### src/rtl/pc_sequencer_pkg.sv
// Shared types and default constants for the program-counter sequencer.
package pc_sequencer_pkg;

  typedef enum logic [2:0] {
    SEL_RST,
    SEL_HOLD,
    SEL_RET,
    SEL_CALL,
    SEL_JMP,
    SEL_BR,
    SEL_INC
  } pc_sel_e;

  localparam int DEF_PC_W      = 32;
  localparam int DEF_INC       = 4;
  localparam int DEF_RST_VEC   = 0;
  localparam int DEF_OFF_W     = 16;
  localparam int DEF_RAS_DEPTH = 4;

endpackage

### src/rtl/pc_ras.sv
// Circular return-address stack: a push when full overwrites the oldest entry.
module pc_ras #(
  parameter int W     = 32,
  parameter int DEPTH = 4
) (
  input  logic         clk,
  input  logic         rst,
  input  logic         push,
  input  logic         pop,
  input  logic [W-1:0] push_data,
  output logic [W-1:0] top,
  output logic         full,
  output logic         empty
);

  localparam int IDX_W = (DEPTH > 1) ? $clog2(DEPTH) : 1;
  localparam int CNT_W = $clog2(DEPTH + 1);

  logic [W-1:0]     mem [DEPTH];
  logic [IDX_W-1:0] wr_ptr;
  logic [IDX_W-1:0] wr_ptr_inc;
  logic [IDX_W-1:0] top_idx;
  logic [CNT_W-1:0] count;

  // Pointer arithmetic wraps at DEPTH, which need not be a power of two.
  assign wr_ptr_inc = (wr_ptr == IDX_W'(DEPTH - 1)) ? '0 : wr_ptr + 1'b1;
  assign top_idx    = (wr_ptr == '0) ? IDX_W'(DEPTH - 1) : wr_ptr - 1'b1;

  assign top   = mem[top_idx];
  assign empty = (count == '0);
  assign full  = (count == CNT_W'(DEPTH));

  always_ff @(posedge clk) begin
    if (rst) begin
      wr_ptr <= '0;
      count  <= '0;
    end else if (push) begin
      wr_ptr <= wr_ptr_inc;
      if (!full) count <= count + 1'b1;
    end else if (pop && !empty) begin
      wr_ptr <= top_idx;
      count  <= count - 1'b1;
    end
  end

  // Entries carry no reset; occupancy alone decides what is valid.
  always_ff @(posedge clk) begin
    if (push) mem[wr_ptr] <= push_data;
  end

endmodule

### src/rtl/pc_sequencer.sv
// Program-counter sequencer with branch, jump, call/return and stall.
// Define PC_SEQUENCER_RAS_EN to build the return-address stack.
module pc_sequencer
  import pc_sequencer_pkg::*;
#(
  parameter int              PC_W      = DEF_PC_W,
  parameter int              INC       = DEF_INC,
  parameter logic [PC_W-1:0] RST_VEC   = PC_W'(DEF_RST_VEC),
  parameter int              OFF_W     = DEF_OFF_W,
  parameter int              RAS_DEPTH = DEF_RAS_DEPTH
) (
  input  logic                    clk,
  input  logic                    rst,
  input  logic                    stall,
  input  logic                    br_taken,
  input  logic signed [OFF_W-1:0] br_offset,
  input  logic                    jmp,
  input  logic                    call,
  input  logic                    ret,
  input  logic        [PC_W-1:0]  jmp_target,
  output logic        [PC_W-1:0]  out_pc,
  output logic        [PC_W-1:0]  next_pc,
  output logic                    ras_empty,
  output logic                    ras_full,
  output logic                    err
);

  pc_sel_e                sel;
  logic                   set_err;
  logic signed [PC_W-1:0] br_sext;
  logic        [PC_W-1:0] pc_inc;
  logic        [PC_W-1:0] pc_br;
  logic        [PC_W-1:0] ras_top;
  logic                   ras_empty_i;
  logic                   ras_full_i;

  assign br_sext = PC_W'(br_offset);
  assign pc_inc  = out_pc + PC_W'(INC);
  assign pc_br   = out_pc + br_sext;

  // Source select in priority order; set_err marks the edge that raises err.
  always_comb begin
    sel     = SEL_INC;
    set_err = 1'b0;
    if (rst) begin
      sel = SEL_RST;
    end else if (stall) begin
      sel = SEL_HOLD;
    end else if (call && ret) begin
      set_err = 1'b1;
    end else if (ret) begin
`ifdef PC_SEQUENCER_RAS_EN
      if (ras_empty_i) set_err = 1'b1;
      else             sel     = SEL_RET;
`endif
    end else if (call) begin
`ifdef PC_SEQUENCER_RAS_EN
      sel = SEL_CALL;
`else
      sel = SEL_JMP;
`endif
    end else if (jmp) begin
      sel = SEL_JMP;
    end else if (br_taken) begin
      sel = SEL_BR;
    end
  end

  always_comb begin
    next_pc = pc_inc;
    case (sel)
      SEL_RST:            next_pc = RST_VEC;
      SEL_HOLD:           next_pc = out_pc;
      SEL_RET:            next_pc = ras_top;
      SEL_CALL, SEL_JMP:  next_pc = jmp_target;
      SEL_BR:             next_pc = pc_br;
      default:            next_pc = pc_inc;
    endcase
  end

  always_ff @(posedge clk) begin
    out_pc <= next_pc;
    if (rst)          err <= 1'b0;
    else if (set_err) err <= 1'b1;
  end

`ifdef PC_SEQUENCER_RAS_EN
  pc_ras #(
    .W     (PC_W),
    .DEPTH (RAS_DEPTH)
  ) u_ras (
    .clk       (clk),
    .rst       (rst),
    .push      (sel == SEL_CALL),
    .pop       (sel == SEL_RET),
    .push_data (pc_inc),
    .top       (ras_top),
    .full      (ras_full_i),
    .empty     (ras_empty_i)
  );
`else
  assign ras_top     = '0;
  assign ras_full_i  = 1'b0;
  assign ras_empty_i = 1'b1;
`endif

  assign ras_empty = ras_empty_i;
  assign ras_full  = ras_full_i;

endmodule

### config.mk
export PLATFORM = sky130hd
export DESIGN_NAME = pc_sequencer
export DESIGN_NICKNAME = d
export VERILOG_FILES = /design/src/rtl/pc_sequencer_pkg.sv /design/src/rtl/pc_ras.sv /design/src/rtl/pc_sequencer.sv
export SDC_FILE = /design/constraint.sdc
export NUM_CORES = 1
export LEC_CHECK = 0
export ABC_AREA = 1
export BUFFER_PORTS_ARGS = -buffer_cell sky130_fd_sc_hd__buf_2
export CORE_ASPECT_RATIO = 0.9
export CORE_MARGIN = 2
export CORE_UTILIZATION = 55
export CTS_CLUSTER_SIZE = 16
export DETAILED_ROUTE_END_ITERATION = 6
export PLACE_DENSITY = 0.83
export SETUP_SLACK_MARGIN = 0.5
export SLEW_MARGIN = 0
export SYNTH_ARGS = -nofsm -noshare
export SYNTH_HDL_FRONTEND = slang
export SYNTH_HIERARCHICAL = 1
export SYNTH_SLANG_ARGS = --single-unit
export TNS_END_PERCENT = 30
### constraint.sdc
create_clock -name clk -period 2.85 [get_ports clk]
set_clock_uncertainty 0.1 [all_clocks]
set_input_delay 0.57 -clock clk [delete_from_list [all_inputs] [get_ports clk]]
set_output_delay 0.57 -clock clk [all_outputs]
set_load 0.005 [all_outputs]
==> metrics list, run 1 <==
* Post-Route Utilization: 86.4%
- The initial antenna violation count is 0.
- Number of warnings printed during yosys synthesis: 6
- Cells on worst reg2reg path: 15
* Layout cells sized above 1: between 40% and 50%
- Post-Synthesis Cell Area: between 4000 and 5000 µm²
- Count of inserted antenna diode cells: 0
- The commonest cells after synthesis are 292 x sky130_fd_sc_hd__nand2_1, 121 x sky130_fd_sc_hd__inv_1, 67 x sky130_fd_sc_hd__nand3_1.
- Max Buffers Root-to-Sink: 2
- Setup violations remaining at the end of the flow were counted as 16.
* Non-filler instance count after layout: 1117
- Before CTS, the worst setup slack after placement is -155 ps.
* Clock tree from TritonCTS: built
- Cells after Synth: 814
- In this run, CTS created clock tree buffers numbering 5.
* Data required time at the worst endpoint: approximately 2200 ps
* Number of buffers added on ports: roughly 120
- Summing over every cut layer, the via total after detailed routing is 6661.
- The cell sitting at the root of the clock tree is a sky130_fd_sc_hd__clkbuf_8.
- The total overflow left after global routing is 0.
* PnR Total Power: 2.57 mW
- After detailed placement, the total cell area comes to about 6000 µm².
- Minimum clock period after layout: between 2000 and 3000 ps
- HPWL reported at the end of detailed placement: 13700 µm
- Unrepaired setup endpoints after global routing: yes
* Initial DRT Pass Iterations: 6
- The signal on the critical path passes through ha_4 > inv_2 > fa_2 > inv_2 > nand3_4 > nand3_4 > nand3_2 > nand3_4 > nand2_1 > nand2_1 > nand2_1 > nand3_2 > nand4_1 > buf_2.
- Number of nets in the final layout: between 1000 and 1500
- Final setup TNS: -663 ps
- The worst register-to-register path has a setup slack of 570 ps.
- Of all nets on the critical path, the largest fanout is 5.
- In the final routed layout, each cell accounts on average for 18.6 µm.
- Timing would allow up to approximately 340 MHz.
- The flow ran to the end, but the final reports show violations.
- Global-route total usage across every layer: approximately 42%
* Die outline area: 9030 µm²
- Type of destination of the critical path: output pin
- At the end of routability-driven placement, the weighted congestion stood at a little over 1.
- Of all cell types, the one taking the most synthesized area is sky130_fd_sc_hd__nand2_1.
* Portion of the post-synthesis area used by sequential elements: 14.5%
- Net count after synthesis: between 900 and 1000
- The final reports fail on setup timing.
- The count of nets left with antenna violations once routing finished came out at 0.
- First-iteration detailed-routing DRC count: roughly 590
* Via-per-instance ratio: just under 6
* Effective utilization at floorplan: 56.7%
- In this run the number of H-tree levels came out at 2.
* Number of violations of the max-capacitance limit: 0
* Number of enable flip-flop cells after synthesis: 0
- sky130_fd_sc_hd__nand2_1 is the most common cell in the netlist.
- Worst Path Class, Setup: flip-flop to output pin
- Reg-to-reg endpoint: out_pc[26]$_DFF_P_
- Sorting the synthesized cells by area gives the leading types as sky130_fd_sc_hd__nand2_1 24%, sky130_fd_sc_hd__dfxtp_1 15%, sky130_fd_sc_hd__inv_1 10%.
- The worst setup path is launched from a flip-flop.
- Maximum number of pins on one net before global-route repair: 24
- Post-route fraction of the period consumed by the critical path: 104%
- In this run the worst hold path is classified as flip-flop to flip-flop.
- The later pin in the worst-skew pair is clocked with a latency of 290 ps.
- Including well taps, the total number of placed cells is 1095.
- The first global-routing pass estimated 30500 µm of wire.
- Dividing total power by cell area gives a power density of 370 nW/µm².
- Smallest hold slack: ~380 ps
- With fillers left out, the area of the finished cells amounts to 6940 µm².
- Die width: approximately 100 µm
- Vias in the first global route: 6177
* Clk pin slew, worst setup/hold paths: 70 ps
- Unique masters post-synth: 41
- After synthesis, the largest area contributor takes up around 24% of total cell area.
- The startpoint identified for the worst register-to-register timing path is out_pc[0]$_DFF_P_.
- The worst hold path terminates at err$_SDFFE_PP0P_.
- After clock tree synthesis, the flow added hold-fix buffers numbering 0.
* Syn Area/Cell: 5.60 µm²
- Leakage component of the power: 3.57 nW
- For this run, the slowest stage of the critical path takes 360 ps.
- In this run, synthesis produced a sequential element count of 33.
- The tree built by TritonCTS fans out to 33 sinks.
* Die extent in y: between 90 and 100 µm
* Area added between synthesis and finish: 52.3%
* Cells on Worst Hold Path: 2
* Peak supply drop: ~0.32 mV
- Number of failing hold endpoints at the final stage: 0
- Of all flip-flops after synthesis, the portion carrying an async set or reset was 0%.
* Cell Rows: 31
* Total wire length: 20800 µm
- The startpoint identified for the worst hold timing path is err$_SDFFE_PP0P_.
* DRC violation count after routing: 0
- Endpoint arrival time on the critical path: about 2300 ps
- Among all flip-flop cells after synthesis, the most frequent one is sky130_fd_sc_hd__dfxtp_1.
* Pins Over Slew Limit: 0
- In this run the count of I/O pins placed on the die edge is 122.
- For this design, the slowest cell found on the critical path is sky130_fd_sc_hd__dfxtp_4.
* Area of the core: 8030 µm²
* Worst path setup slack after routing: -105 ps
==> power breakdown <==
| part | internal [mW] | switching (mW) |
|---|---|---|
| Sequential | 0.521 | 0.0935 |
| Clock | 0.174 | 0.176 |
| Combinational | 0.701 | 0.901 |
==> layout by cell type, fill, tap and decap left out, drive strengths merged, types with 3 or more instances in the layout <==
| cell | n |
|---|---|
| nand3 | 71 |
| ha | 32 |
| nand4 | 20 |
| a22oi | 13 |
| o2111ai | 3 |
| xnor2 | 8 |
| or2 | 10 |
| nor2 | 76 |
| buf | 209 |
| nor3 | 16 |
| nand2 | 304 |
| xor2 | 17 |
| o21ai | 15 |
| nand3b | 5 |
| inv | 125 |
| a21oi | 34 |
| dfxtp | 33 |
| o21bai | 5 |
| clkbuf | 8 |
==> metal layers <==
layer,wire [µm],track usage [%]
met1,7950,56.1
met2,9170,67.5
met3,2620,8.82
met4,1090,15.4
met5,0,0
==> critical path: cells and delay by family (launching register included) <==
family / cells / cell delay [ps]
AND/OR/NAND/NOR: 9 / 870
adder cells (fa/ha/maj): 2 / 470
flip-flops: 1 / 360
buffers and inverters: 3 / 300
==> flip-flops by register name, summed over array words and instances (netlist names) <==
| name | flops |
|---|---|
| out_pc | 32 |
| err | 1 |
==> cell families after synthesis <==
logic type	Yosys count	synth area share [%]
DFF	33	14.5
AOI/OAI and AO/OA	79	10.7
buffers and inverters	138	11.9
xor gates and xnor gates	25	4.81
and+or+nand+nor	504	48.7
adders and majority gates	33	9.23
other	2	0.165
==> worst max-delay path by stage <==
stage,to,startpoint
4_1_cts,next_pc[22],out_pc[0]$_DFF_P_
2_1_floorplan,next_pc[30],br_offset[0]
5_1_grt,next_pc[31],br_offset[3]
3_5_place_dp,next_pc[22],br_offset[15]
3_3_place_gp,next_pc[24],br_offset[15]
6_report,next_pc[20],out_pc[0]$_DFF_P_
==> area by class of cell <==
type	count	area [µm²]
Timing Repair Buffer	209	1340
Multi-Input combinational cell	643	4240
Sequential cell	33	689
Clock buffer	8	80.1
Fill cell	480	1090
Inverter	125	469
Tap cell	99	124
==> what timing repair did <==
action | 4_1_cts | 5_1_grt
endpoints found under the setup margin | 32 | 33
pin swaps | 30 | 21
gates resized for setup | 119 | 63
setup buffers | 7 | 6
gates cloned | 1 | 0
Note: power is estimated with default switching activity, not from simulation.
==> inputs of run 2 (changes only) <==
==> constraint.sdc (replaced) <==
create_clock -name clk -period 2.85 [get_ports clk]
set_clock_uncertainty 0.1 [all_clocks]
set_input_delay 0.1425 -clock clk [delete_from_list [all_inputs] [get_ports clk]]
set_output_delay 0.1425 -clock clk [all_outputs]
set_load 0.005 [all_outputs]
==> metrics list, run 2 (synthesis results as in run 1) <==
* Maximum number of pins on one net before global-route repair: 33 (+38%)
- Setup violation total in the final timing report: 0 (-16)
- The later-pin clock latency in the skew report was 290 ps (about the same).
- Layout cells sized above 1: 36.5% (-4.8 points)
* Total via count after detailed routing: 6282 (-5.7%)
* Cell at the slowest stage of the critical path: sky130_fd_sc_hd__dfxtp_2
* Pins Over Slew Limit: 0 (unchanged)
- The path with the worst hold slack has its endpoint at out_pc[18]$_DFF_P_.
* Smallest hold slack: -10.7 ps (-386 ps)
- The combined area of the multi-input logic cells was 4060 µm² (-4.3%).
- Gate family responsible for the most delay along the worst path: simple AND/OR/NAND/NOR gates
- Initial DRT Pass Iterations: 6 (unchanged)
- The arrival time at the worst endpoint is 2280 ps (about the same).
- The remaining antenna violation count after routing came to 0 (unchanged).
- The critical path in this run is classified as flip-flop to output pin.
- The number of endpoints with negative hold slack in the final report was 2 (+2).
* Run status: complete, but fails checks
* Number of antenna violations at the first check in global routing: 0 (unchanged)
- Number of nets in the final layout: 1054 (-4.6%)
- The checks that failed: hold timing.
- Max reg flops: 32 (unchanged)
- The power per cell area came to 374 nW/µm² (+1.2%).
- Total wire length: 18700 µm (-10%)
* Clk pin slew, worst setup/hold paths: 80 ps (about the same)
- The switching part of the total came to 45.2% (-0.42 points).
- Register with the highest flop count: out_pc
* Data required time at the worst endpoint: 2610 ps (+430 ps)
- Die extent in y: 90.3 µm (unchanged)
- Leakage component of the power: 3.28 nW (-8.3%)
* Sequential group share of total power: 25.9% (+2.0 points)
- The overall die width was 99.9 µm (unchanged).
* Global-route total usage across every layer: 36.2% (-6.1 points)
* DR WL/cell: 17.5 µm (-6.1%)
- Unrepaired setup endpoints after global routing: yes
- Count of inserted antenna diode cells: 0 (unchanged)
* Max FO, Critical Path: 4 (-1)
* Htree depth: 2 (unchanged)
- Cell Rows: 31 (unchanged)
* DRC violation count after routing: 0 (unchanged)
* Number of clock sinks: 33 (unchanged)
- Internal power summed over all cells: 1.31 mW (-6.3%)
- Type of destination of the critical path: output pin
* Number of buffers created by CTS: 5 (unchanged)
- The number of DRC markers in iteration 0 is 585 (unchanged).
- Via-per-instance ratio: 5.89 (-1.2%)
- In this run the critical register-to-register path is launched from out_pc[0]$_DFF_P_.
- The tree is rooted in a sky130_fd_sc_hd__clkbuf_8.
- The maximum vdd ir drop was 0.425 mV (+31%).
* Final setup TNS: 0 ps (+663 ps)
- The count of buffers from port buffering was 119 (unchanged).
- Worst Setup Start Kind: flip-flop
* Final global-route overflow total: 0 (unchanged)
- Final-layout fill cell count: 582 (+21%)
- The overall die area came to 9030 µm² (unchanged).
- Biggest cell delay along the critical path: 360 ps (about the same)
- From synthesis to final layout, the design area changed by 39.9%.
* Placer's final routability congestion estimate: 1.02 (-1.7%)
- In this run the tightest slew margin relative to its limit is a little over two fifths.
* Switching power of the nets: 1.08 mW (-7.9%)
* Top Registers: out_pc (32), err (1)
- Area of the core: 8030 µm² (unchanged)
- Cells on worst reg2reg path: 14 (-1)
- The cell count of the worst hold path came to 3 (+1).
- The signal on the critical path passes through ha_4 > inv_2 > fa_2 > inv_2 > buf_4 > nand3_1 > nand3_2 > or2_0 > nand3_1 > o2111ai_1 > buf_2.
- Highest-count cells in the layout ignoring fill and taps: 252 x sky130_fd_sc_hd__nand2_1, 118 x sky130_fd_sc_hd__buf_2, 117 x sky130_fd_sc_hd__inv_1, 53 x sky130_fd_sc_hd__nor2_1, 49 x sky130_fd_sc_hd__nand3_1
- Post-Place Setup Slack: 415 ps (+570 ps)
* Sequential cell area: 723 µm² (+4.9%)
- Post-Route Utilization: 79.4% (-7.0 points)
* Clock tree from TritonCTS: built
* Io pins: 122 (unchanged)
- Leaving out fill and tap cells, the most frequent cell in the layout is sky130_fd_sc_hd__nand2_1.
- HPWL reported at the end of detailed placement: 12800 µm (-7.0%)
- Reg-to-reg endpoint: out_pc[28]$_DFF_P_
- Number of violations of the max-capacitance limit: 0 (unchanged)
- Effective utilization at floorplan: 56.7% (unchanged)
- Flop2flop setup slack: 790 ps (+220 ps)
- The post-route fraction of the period consumed by the critical path came to 88.4% (-15 points).
* Vias in the first global route: 5366 (-13%)
- Classification of the worst-slack hold path: input pin to flip-flop
- The post-layout worst setup margin came to 330 ps (+436 ps).
- The maximum clock frequency is 397 MHz (+17%).
- Max Buffers Root-to-Sink: 2 (unchanged)
- The wire length of the first global-routing pass came to 26100 µm (-14%).
- For the pin with the worst max-slew slack, the measured transition is 872 ps.
- The part of the total power dissipated in the clock network was 16.7% (+3.1 points).
* Hold path startpoint: jmp_target[18]
- Combinational Power Share: 57.4% (-5.0 points)
- The count of buffering cells on the critical path with inverters included came to 4 (+1).
- Minimum clock period after layout: 2520 ps (-436 ps)
[run 2: through the flow]
stage	total power, mW	area [µm²]	cells
after floorplan	1.24	4560	814
after global placement	1.58	5320	1034
after detailed placement	1.60	5320	1034
after CTS	2.15	5920	1051
after global routing	2.51	6370	1066
final	2.38	6370	1066
[run 2: what timing repair did]
action / CTS / global route
setup buffers: 7 / 15
hold buffers: 2 / 0
resized for setup: 91 / 91
hold endpoints to repair: 2 / 0
setup endpoints to repair: 28 / 29
pin swaps: 9 / 31
[run 2: power by group through the flow]
| stage | Combinational, mW | Clock (mW) | Sequential, mW |
|---|---|---|---|
| 3_5_place_dp | 0.991 | 0 | 0.604 |
| 3_3_place_gp | 0.977 | 0 | 0.603 |
| 5_1_grt | 1.47 | 0.419 | 0.622 |
| 2_1_floorplan | 0.641 | 0 | 0.598 |
| 4_1_cts | 1.14 | 0.398 | 0.613 |
| 6_report | 1.37 | 0.399 | 0.618 |
[run 2: cell type report]
cell class / instances / share of cell area [%]
repair buffers: 158 / 14.1
inverters: 125 / 7.36
multi-input cells: 643 / 63.6
clock inverters: 1 / 0.0785
well taps: 99 / 1.94
clock buffers: 7 / 1.51
flip-flops and latches: 33 / 11.3
[run 2: worst min-delay path: stages]
cell and delay [ps]:
sky130_fd_sc_hd__buf_2 70, sky130_fd_sc_hd__nand2_1 50, sky130_fd_sc_hd__nand4_1 80
[run 2: how the worst max path moves through the flow]
stage	start	end	slack, ps	cells after the start
finish	out_pc[0]$_DFF_P_	next_pc[10]	330	11
global route	out_pc[0]$_DFF_P_	next_pc[10]	240	11
CTS	out_pc[17]$_DFF_P_	next_pc[28]	440	13
detailed placement	out_pc[0]$_DFF_P_	next_pc[28]	420	13
global placement	out_pc[0]$_DFF_P_	next_pc[28]	490	13
floorplan	out_pc[0]$_DFF_P_	next_pc[30]	870	15
[run 2: per-layer routing]
| metal | track usage [%] | vias to the layer above | routed length [µm] |
|---|---|---|---|
| met5 | 0 | - | 0 |
| met4 | 9.13 | 0 | 696 |
| met3 | 5.73 | 92 | 2490 |
| met2 | 57.5 | 492 | 8230 |
| met1 | 51.0 | 2792 | 7250 |
| li1 | - | 2906 | - |
